File: src/rtl/reset_sequencer.sv
// Ordered reset release: holds every stage in reset, then releases them one at a
// time, waiting for each stage's ready acknowledge plus a guard gap; ack timeouts retry.
module reset_sequencer #(
    parameter int unsigned STAGES         = 4,
    parameter logic [31:0] HOLD_CYCLES    = 32'd1000,
    parameter logic [31:0] GAP_CYCLES     = 32'd100,
    parameter logic [31:0] TIMEOUT_CYCLES = 32'd500000,
    parameter int unsigned RETRY_MAX      = 3
) (
    input  logic              clk,
    input  logic              rst,
    input  logic              sw_rst_req,
    input  logic [STAGES-1:0] stage_ready,
    output logic [STAGES-1:0] rst_stage_o,
    output logic              all_released_o,
    output logic              busy_o,
    output logic              timeout_o,
    output logic              fault_lock_o
);

    localparam int unsigned       KW       = (STAGES > 1) ? $clog2(STAGES) : 1;
    localparam int unsigned       RW       = $clog2(RETRY_MAX + 1) + 1;
    localparam logic [KW-1:0]     K_LAST   = KW'(STAGES - 1);
    localparam logic [RW-1:0]     R_MAX    = RW'(RETRY_MAX);
    localparam logic [STAGES-1:0] ALL_ONES = {STAGES{1'b1}};

    typedef enum logic [2:0] {
        S_HOLD,
        S_RELEASE,
        S_WAIT_RDY,
        S_GAP,
        S_DONE,
        S_FAULT,
        S_FAULT_LOCK
    } state_t;

    state_t            r_state;
    logic [31:0]       r_cnt;
    logic [KW-1:0]     r_k;
    logic [RW-1:0]     r_retry;
    logic [STAGES-1:0] r_stage;
    logic              r_all;
    logic              r_busy;
    logic              r_timeout;
    logic              r_fault_lock;

    // Sequencer FSM; rst beats sw_rst_req, which beats every state transition.
    always_ff @(posedge clk) begin
        if (rst) begin
            r_state      <= S_HOLD;
            r_cnt        <= 32'd0;
            r_k          <= '0;
            r_retry      <= '0;
            r_stage      <= ALL_ONES;
            r_all        <= 1'b0;
            r_busy       <= 1'b1;
            r_timeout    <= 1'b0;
            r_fault_lock <= 1'b0;
        end else if (sw_rst_req) begin
            r_state      <= S_HOLD;
            r_cnt        <= 32'd0;
            r_k          <= '0;
            r_retry      <= '0;
            r_stage      <= ALL_ONES;
            r_all        <= 1'b0;
            r_busy       <= 1'b1;
            r_fault_lock <= 1'b0;
        end else begin
            case (r_state)
                S_HOLD: begin
                    if (r_cnt == HOLD_CYCLES - 32'd1) begin
                        r_state <= S_RELEASE;
                        r_cnt   <= 32'd0;
                        r_k     <= '0;
                    end else begin
                        r_cnt <= r_cnt + 32'd1;
                    end
                end
                S_RELEASE: begin
                    r_stage[r_k] <= 1'b0;
                    r_state      <= S_WAIT_RDY;
                    r_cnt        <= 32'd0;
                end
                S_WAIT_RDY: begin
                    // A ready seen on the last allowed cycle still counts as success.
                    if (stage_ready[r_k]) begin
                        r_state <= S_GAP;
                        r_cnt   <= 32'd0;
                    end else if (r_cnt == TIMEOUT_CYCLES - 32'd1) begin
                        r_state <= S_FAULT;
                        r_cnt   <= 32'd0;
                    end else begin
                        r_cnt <= r_cnt + 32'd1;
                    end
                end
                S_GAP: begin
                    if (r_cnt == GAP_CYCLES - 32'd1) begin
                        r_cnt <= 32'd0;
                        if (r_k == K_LAST) begin
                            r_state <= S_DONE;
                            r_all   <= 1'b1;
                            r_busy  <= 1'b0;
                        end else begin
                            r_k     <= r_k + 1'b1;
                            r_state <= S_RELEASE;
                        end
                    end else begin
                        r_cnt <= r_cnt + 32'd1;
                    end
                end
                S_DONE: begin
                    r_state <= S_DONE;
                end
                S_FAULT: begin
                    r_timeout <= 1'b1;
                    r_stage   <= ALL_ONES;
                    r_cnt     <= 32'd0;
                    r_k       <= '0;
                    if (r_retry < R_MAX) begin
                        r_retry <= r_retry + 1'b1;
                        r_state <= S_HOLD;
                    end else begin
                        r_state      <= S_FAULT_LOCK;
                        r_fault_lock <= 1'b1;
                        r_busy       <= 1'b0;
                    end
                end
                S_FAULT_LOCK: begin
                    r_stage <= ALL_ONES;
                end
                default: begin
                    r_state <= S_HOLD;
                    r_cnt   <= 32'd0;
                    r_k     <= '0;
                    r_stage <= ALL_ONES;
                    r_all   <= 1'b0;
                    r_busy  <= 1'b1;
                end
            endcase
        end
    end

    assign rst_stage_o    = r_stage;
    assign all_released_o = r_all;
    assign busy_o         = r_busy;
    assign timeout_o      = r_timeout;
    assign fault_lock_o   = r_fault_lock;

endmodule

File: config.mk
export PLATFORM = sky130hd
export DESIGN_NAME = reset_sequencer
export DESIGN_NICKNAME = d
export VERILOG_FILES = /design/src/rtl/reset_sequencer.sv
export SDC_FILE = /design/constraint.sdc
export NUM_CORES = 1
export LEC_CHECK = 0
export CORE_ASPECT_RATIO = 0.7
export CORE_MARGIN = 4
export CORE_UTILIZATION = 62
export CTS_BUF_LIST = sky130_fd_sc_hd__clkbuf_4 sky130_fd_sc_hd__clkbuf_8
export CTS_CLUSTER_SIZE = 16
export DETAILED_ROUTE_END_ITERATION = 12
export GPL_ROUTABILITY_DRIVEN = 0
export PLACE_DENSITY = 0.82
export SLEW_MARGIN = 15
export SYNTH_ARGS = -nofsm -noshare
export SYNTH_HDL_FRONTEND = slang
export SYNTH_SLANG_ARGS = --single-unit
File: constraint.sdc
create_clock -name clk -period 2.9 [get_ports clk]
set_clock_uncertainty 0.2 [all_clocks]
set_input_delay 0.58 -clock clk [delete_from_list [all_inputs] [get_ports clk]]
set_output_delay 0.58 -clock clk [all_outputs]
set_load 0.02 [all_outputs]
# Yosys cells after proc, flatten, opt, wreduce, memory -nomap -nowiden
# Index checks and enable logic that the tools add are counted.
# totals
ff_bits	48
inputBits	7
word_cells	82
out_inout_bits	8
# op_classes
n_eq_ne	16
muxes	28
reduce_logical	15
addsub	3
magnitude_cmp	3
n_bitwise	8
# ops
operator	count
$mux 32	4
$pmux 32 s4	1
$add 32x1->32 const B	1
$eq 32x10->1 const B	1
$eq 32x19->1 const B	1
$eq 32x7->1 const B	1
$pmux 3 s7	1
$mux 3	6
$reduce_and 4->1	3
$ne 2x2->1 const B	5
$eq 3x3->1 const B	3
$pmux 4 s2	1
$reduce_or 4->1	2
$mux 1	7
$eq 3x2->1 const B	2
$mux 2	3
$not 1->1	6
$pmux 2 s3	1
$reduce_and 2->1	3
$reduce_or 6->1	1
$reduce_or 5->1	1
$and 4x4->4	1
$not 4->4	1
$reduce_or 2->1	2
15 further kinds	15

# Longest topological paths before layout
# logic_depth
ltp_word	7
mapped_depth	9
depth_no_buf	7

# Worst setup path before layout
# No wires, ideal clock.
# synth_path
path_kind	input to register
start	in stage_ready[3]
end	reg r_cnt[24]
n_path_buf	1
slack_ps	277
t_arrival_ps	2361
required_time_ps	2638
path_stages	6
setup_ps	62
path_cell_list	mux4_2 > or4b_1 > o211ai_2 > buf_6 > or4b_1 > nand3_1
# synth_via
elab_chain_len	4
# synth_rtl
element	line_no	source
start: declaration	13	input logic [STAGES-1:0] stage_ready,
$bmux 1 s2	86	if (stage_ready[r_k]) begin
$mux 1 (not written as such)	86	
$mux 32	86	
$pmux 32 s4	69	case (r_state)
end signal: assignment	76	r_cnt <= r_cnt + 32'd1;
end signal: assignment	93	r_cnt <= r_cnt + 32'd1;
end signal: assignment	108	r_cnt <= r_cnt + 32'd1;
end: declaration	38	logic [31:0] r_cnt;
# No other way between the ends. The select of a mux whose other input is x is not followed.
# A chain may end at the register's enable or synchronous reset.

# Worst setup path in the final report
# layout_path
start	in stage_ready[2]
end	reg r_cnt[20]
# Same word-level chain as after synthesis.

==> impl_metrics.csv <==
group,metric,value,unit
status,status,"completed",
timing,setup_viol_count_final,0,
grt,groute.layer.met2.usage,0.3741,
timing,drv_slew,0,
floorplan,die_y,63.28,um
critical_path,r2r_end,"r_cnt[30]",
final_layout,final_area,3044,um^2
yosys,postSynth.asyncResetShare,0,
worst_hold_path,worstHoldStart,"fault_lock_o",
timing,grt_setup_unrepaired,"no",
yosys,synth-seq-cells,48,
clocking,clock_sinks,48,
final_layout,multiInputGateArea,1617,um^2
power,powerDensity,359.4,nW/um^2
critical_path,rr_startpoint,"r_cnt[30]",
detailed_routing,wl_per_cell,17.78,um
detailed_routing,num_vias,2814,
final_layout,area.growth.synth_to_final,12.48,%
clocking,cts_max_path_buffers,2,
power,combPwrFrac,0.040,
place,place_area,2948,um^2
clocking,cts_root_buf,"clkbuf_8",
grt,grt_pass1_vias,2431,
clocking,clock_latency,0.31,ns
grt,grt_max_degree,27,
job,drv_cap,0,
critical_path,max_stage_delay,0.50,ns
grt,use_met1,0.4145,
power,power_switching,0.0002519,W
critical_path,reg2reg_slack,0.20,ns
yosys,synth_area,2706,um^2
clocking,numCtsBuffers,5,
power,power,0.001094,W
place,place_ws,-0.2753,ns
power,ir_drop,0.2883,mV
timing,worst_pin_slew,0.6306,ns
final_layout,antennaDiodeCount,0,
yosys,yosysSeqAreaShare,0.3551,
detailed_routing,avgViaCountPerCell,6.880,
clocking,cts_tree,"done",
critical_path,crit_slowest_cell,"or4b_1",
clocking,htree_levels,2,
timing,slew_headroom,0.5787,
yosys,synthCells,341,
timing,min_period,2.839,ns
final_layout,regArea,960.9,um^2
grt,use_met3,0.06250,
critical_path,path_cells,"clkdlybuf4s50_1, mux4_2, or4b_1, o211ai_2, buf_4, and2_1, a22o_1",
critical_path,endpoint_kind,"flip-flop",
floorplan,start_util,0.6657,
critical_path,worstSetupStartpointType,"input pin",
critical_path,worstPathRequired,2.94,ns
grt,antenna_found_initial,0,
detailed_routing,drt-total-wl,7274,um
yosys,ys_warn_count,0,
final_layout,final_nets,370,
critical_path,critPathKind,"in -> reg",
timing,worst_slack,0.06124,ns
power,p_seq_frac,0.604,
yosys,synthesis.nets,354,
floorplan,ios,15,
place,io_buffers,14,
final_layout,drive_gt1_frac,0.09804,
floorplan,rows,19,
timing,hold_viol_final,0,
critical_path,worstPathMaxFanout,6,
clocking,hold_buffers,0,
detailed_routing,dr.pass1.iters,6,
timing,final.period_utilization,0.9789,
worst_hold_path,holdPathStages,2,
yosys,synthFlopType,"dfxtp_1",
grt,grt_busiest_layer,"met1",
power,leakagePower,1.040,nW
detailed_routing,drc,0,
detailed_routing,ant_nets,0,
critical_path,r2r_cells,7,
yosys,avgSynthCellArea,7.936,um^2
yosys,yosys.area.top_type,"dfxtp_1",
place,dp_hpwl,5195,um
yosys,synth_top_area_share,0.3551,
worst_hold_path,hold_class,"reg -> reg",
floorplan,dieArea,5503,um^2
detailed_routing,drt_iter0_markers,348,
final_layout,fill_cells,334,
yosys,ys_types,56,
grt,grtUsageTotal,0.2680,
critical_path,crit_arrival,2.88,ns
clocking,clk_pin_slew_worst_paths,0.10,ns
power,clkPwrFrac,0.356,
floorplan,die_w,86.97,um
power,p_int,0.0008422,W
timing,max_freq,352.3,MHz
power,switching_share,0.2303,
yosys,synth_edf_count,0,
yosys,synth.area.top_cells,"dfxtp_1 (36%), nand2_1 (5.3%), nand3_1 (5.0%), nand4_1 (3.9%), nor2_1 (3.9%)",
grt,grt.overflow.total,0,
worst_hold_path,hold_end,"fault_lock_o",
floorplan,core-area,4065,um^2
grt,grt_pass1_wl,11880,um
-- through the flow --
step / util / TNS (ns) / instances / hold slack, ns
finish: 0.7488 / 0 / 409 / 0.2790
detailed placement: 0.7251 / -5.679 / 401 / 0.2580
CTS: 0.7452 / 0 / 408 / 0.2798
global placement: 0.7251 / -4.013 / 401 / 0.2528
floorplan: - / 0 / 341 / 0.2577
global route: 0.7488 / 0 / 409 / 0.3153
-- Yosys cell counts (4+ instances only) --
cell	count
nor3_1	7
ha_1	6
a22oi_1	4
o21ai_0	14
nand4_1	17
o211ai_1	4
nand3b_1	5
buf_2	6
dfxtp_1	48
nand2_1	38
a31oi_1	11
nor4_1	6
a21oi_1	9
nand3_1	27
inv_1	6
nand2b_1	4
and4_1	5
clkbuf_1	17
nor2_1	28
or3_1	6
and3_1	10
o311ai_0	6
-- final cells by class --
class,count,share of cell area
sequential,48,0.3157
multi-input combinational,262,0.5310
clock inverter,2,0.004110
inverter,6,0.007398
tap,52,0.02137
timing repair buffer,34,0.09782
clock buffer,5,0.02261
-- flip-flops by register name, summed over array words and instances, names as in the netlist --
| register | flops |
|---|---|
| r_cnt | 32 |
| all_released_o | 1 |
| r_state | 3 |
| rst_stage_o | 4 |
| r_k | 2 |
| busy_o | 1 |
| timeout_o | 1 |
| fault_lock_o | 1 |
| r_retry | 3 |
-- worst max-delay path by stage --
stage	from	to	slack (ns)	cells after the start
6_report	stage_ready[2]	r_cnt[20]	0.06	7
5_1_grt	stage_ready[2]	r_cnt[21]	0.007	8
2_1_floorplan	stage_ready[3]	r_cnt[24]	0.28	6
4_1_cts	stage_ready[2]	r_cnt[11]	0.02	7
3_3_place_gp	stage_ready[2]	r_cnt[24]	-0.22	7
3_5_place_dp	stage_ready[2]	r_cnt[11]	-0.28	7
-- logic make-up (layout without fill, tap and decap cells) --
kind of cell / after synthesis / count (layout) / synth area share
fa+ha+maj: 6 / 6 / 0.02774
buf+inv: 31 / 47 / 0.04854
xor+xnor: 6 / 6 / 0.01942
flops: 48 / 48 / 0.3551
compound gates: 78 / 78 / 0.2053
simple gates: 169 / 169 / 0.3283
mux: 3 / 3 / 0.01572
-- worst max-delay path, delay by kind of cell --
family	cells	cell delay [ns]
and+or+nand+nor	2	0.82
AOI/OAI and AO/OA	2	0.40
buffers and inverters	2	0.58
muxes	1	0.49
-- routing by layer --
layer / share of wire / vias up
met3: 0.11 / 10
met4: 0.011 / 0
met1: 0.46 / 1328
met5: 0 / -
li1: - / 1318
met2: 0.42 / 158
-- timing repair --
action,in CTS,in global routing
gates resized for setup,0,6
endpoints found under the setup margin,0,15
buffers inserted,0,1
-- placed cells by master (no fill, tap or decap), types with 9 or more instances in the layout --
cell	count
dfxtp_1	48
nand2_1	38
nor2_1	27
nand3_1	27
buf_4	18
nand4_1	17
o21ai_0	14
clkdlybuf4s50_1	14
a31oi_1	11
and3_1	10
a21oi_1	9
-- power by group through the flow --
stage | clock (W) | combinational (W) | sequential (W)
after floorplan | 0 | 0.0000225 | 0.000676
after global placement | 0 | 0.0000404 | 0.000677
after detailed placement | 0 | 0.0000414 | 0.000677
after CTS | 0.000387 | 0.0000419 | 0.000661
after global routing | 0.000423 | 0.0000467 | 0.000662
final | 0.000390 | 0.0000432 | 0.000661
(Power assumes the default switching activity.)
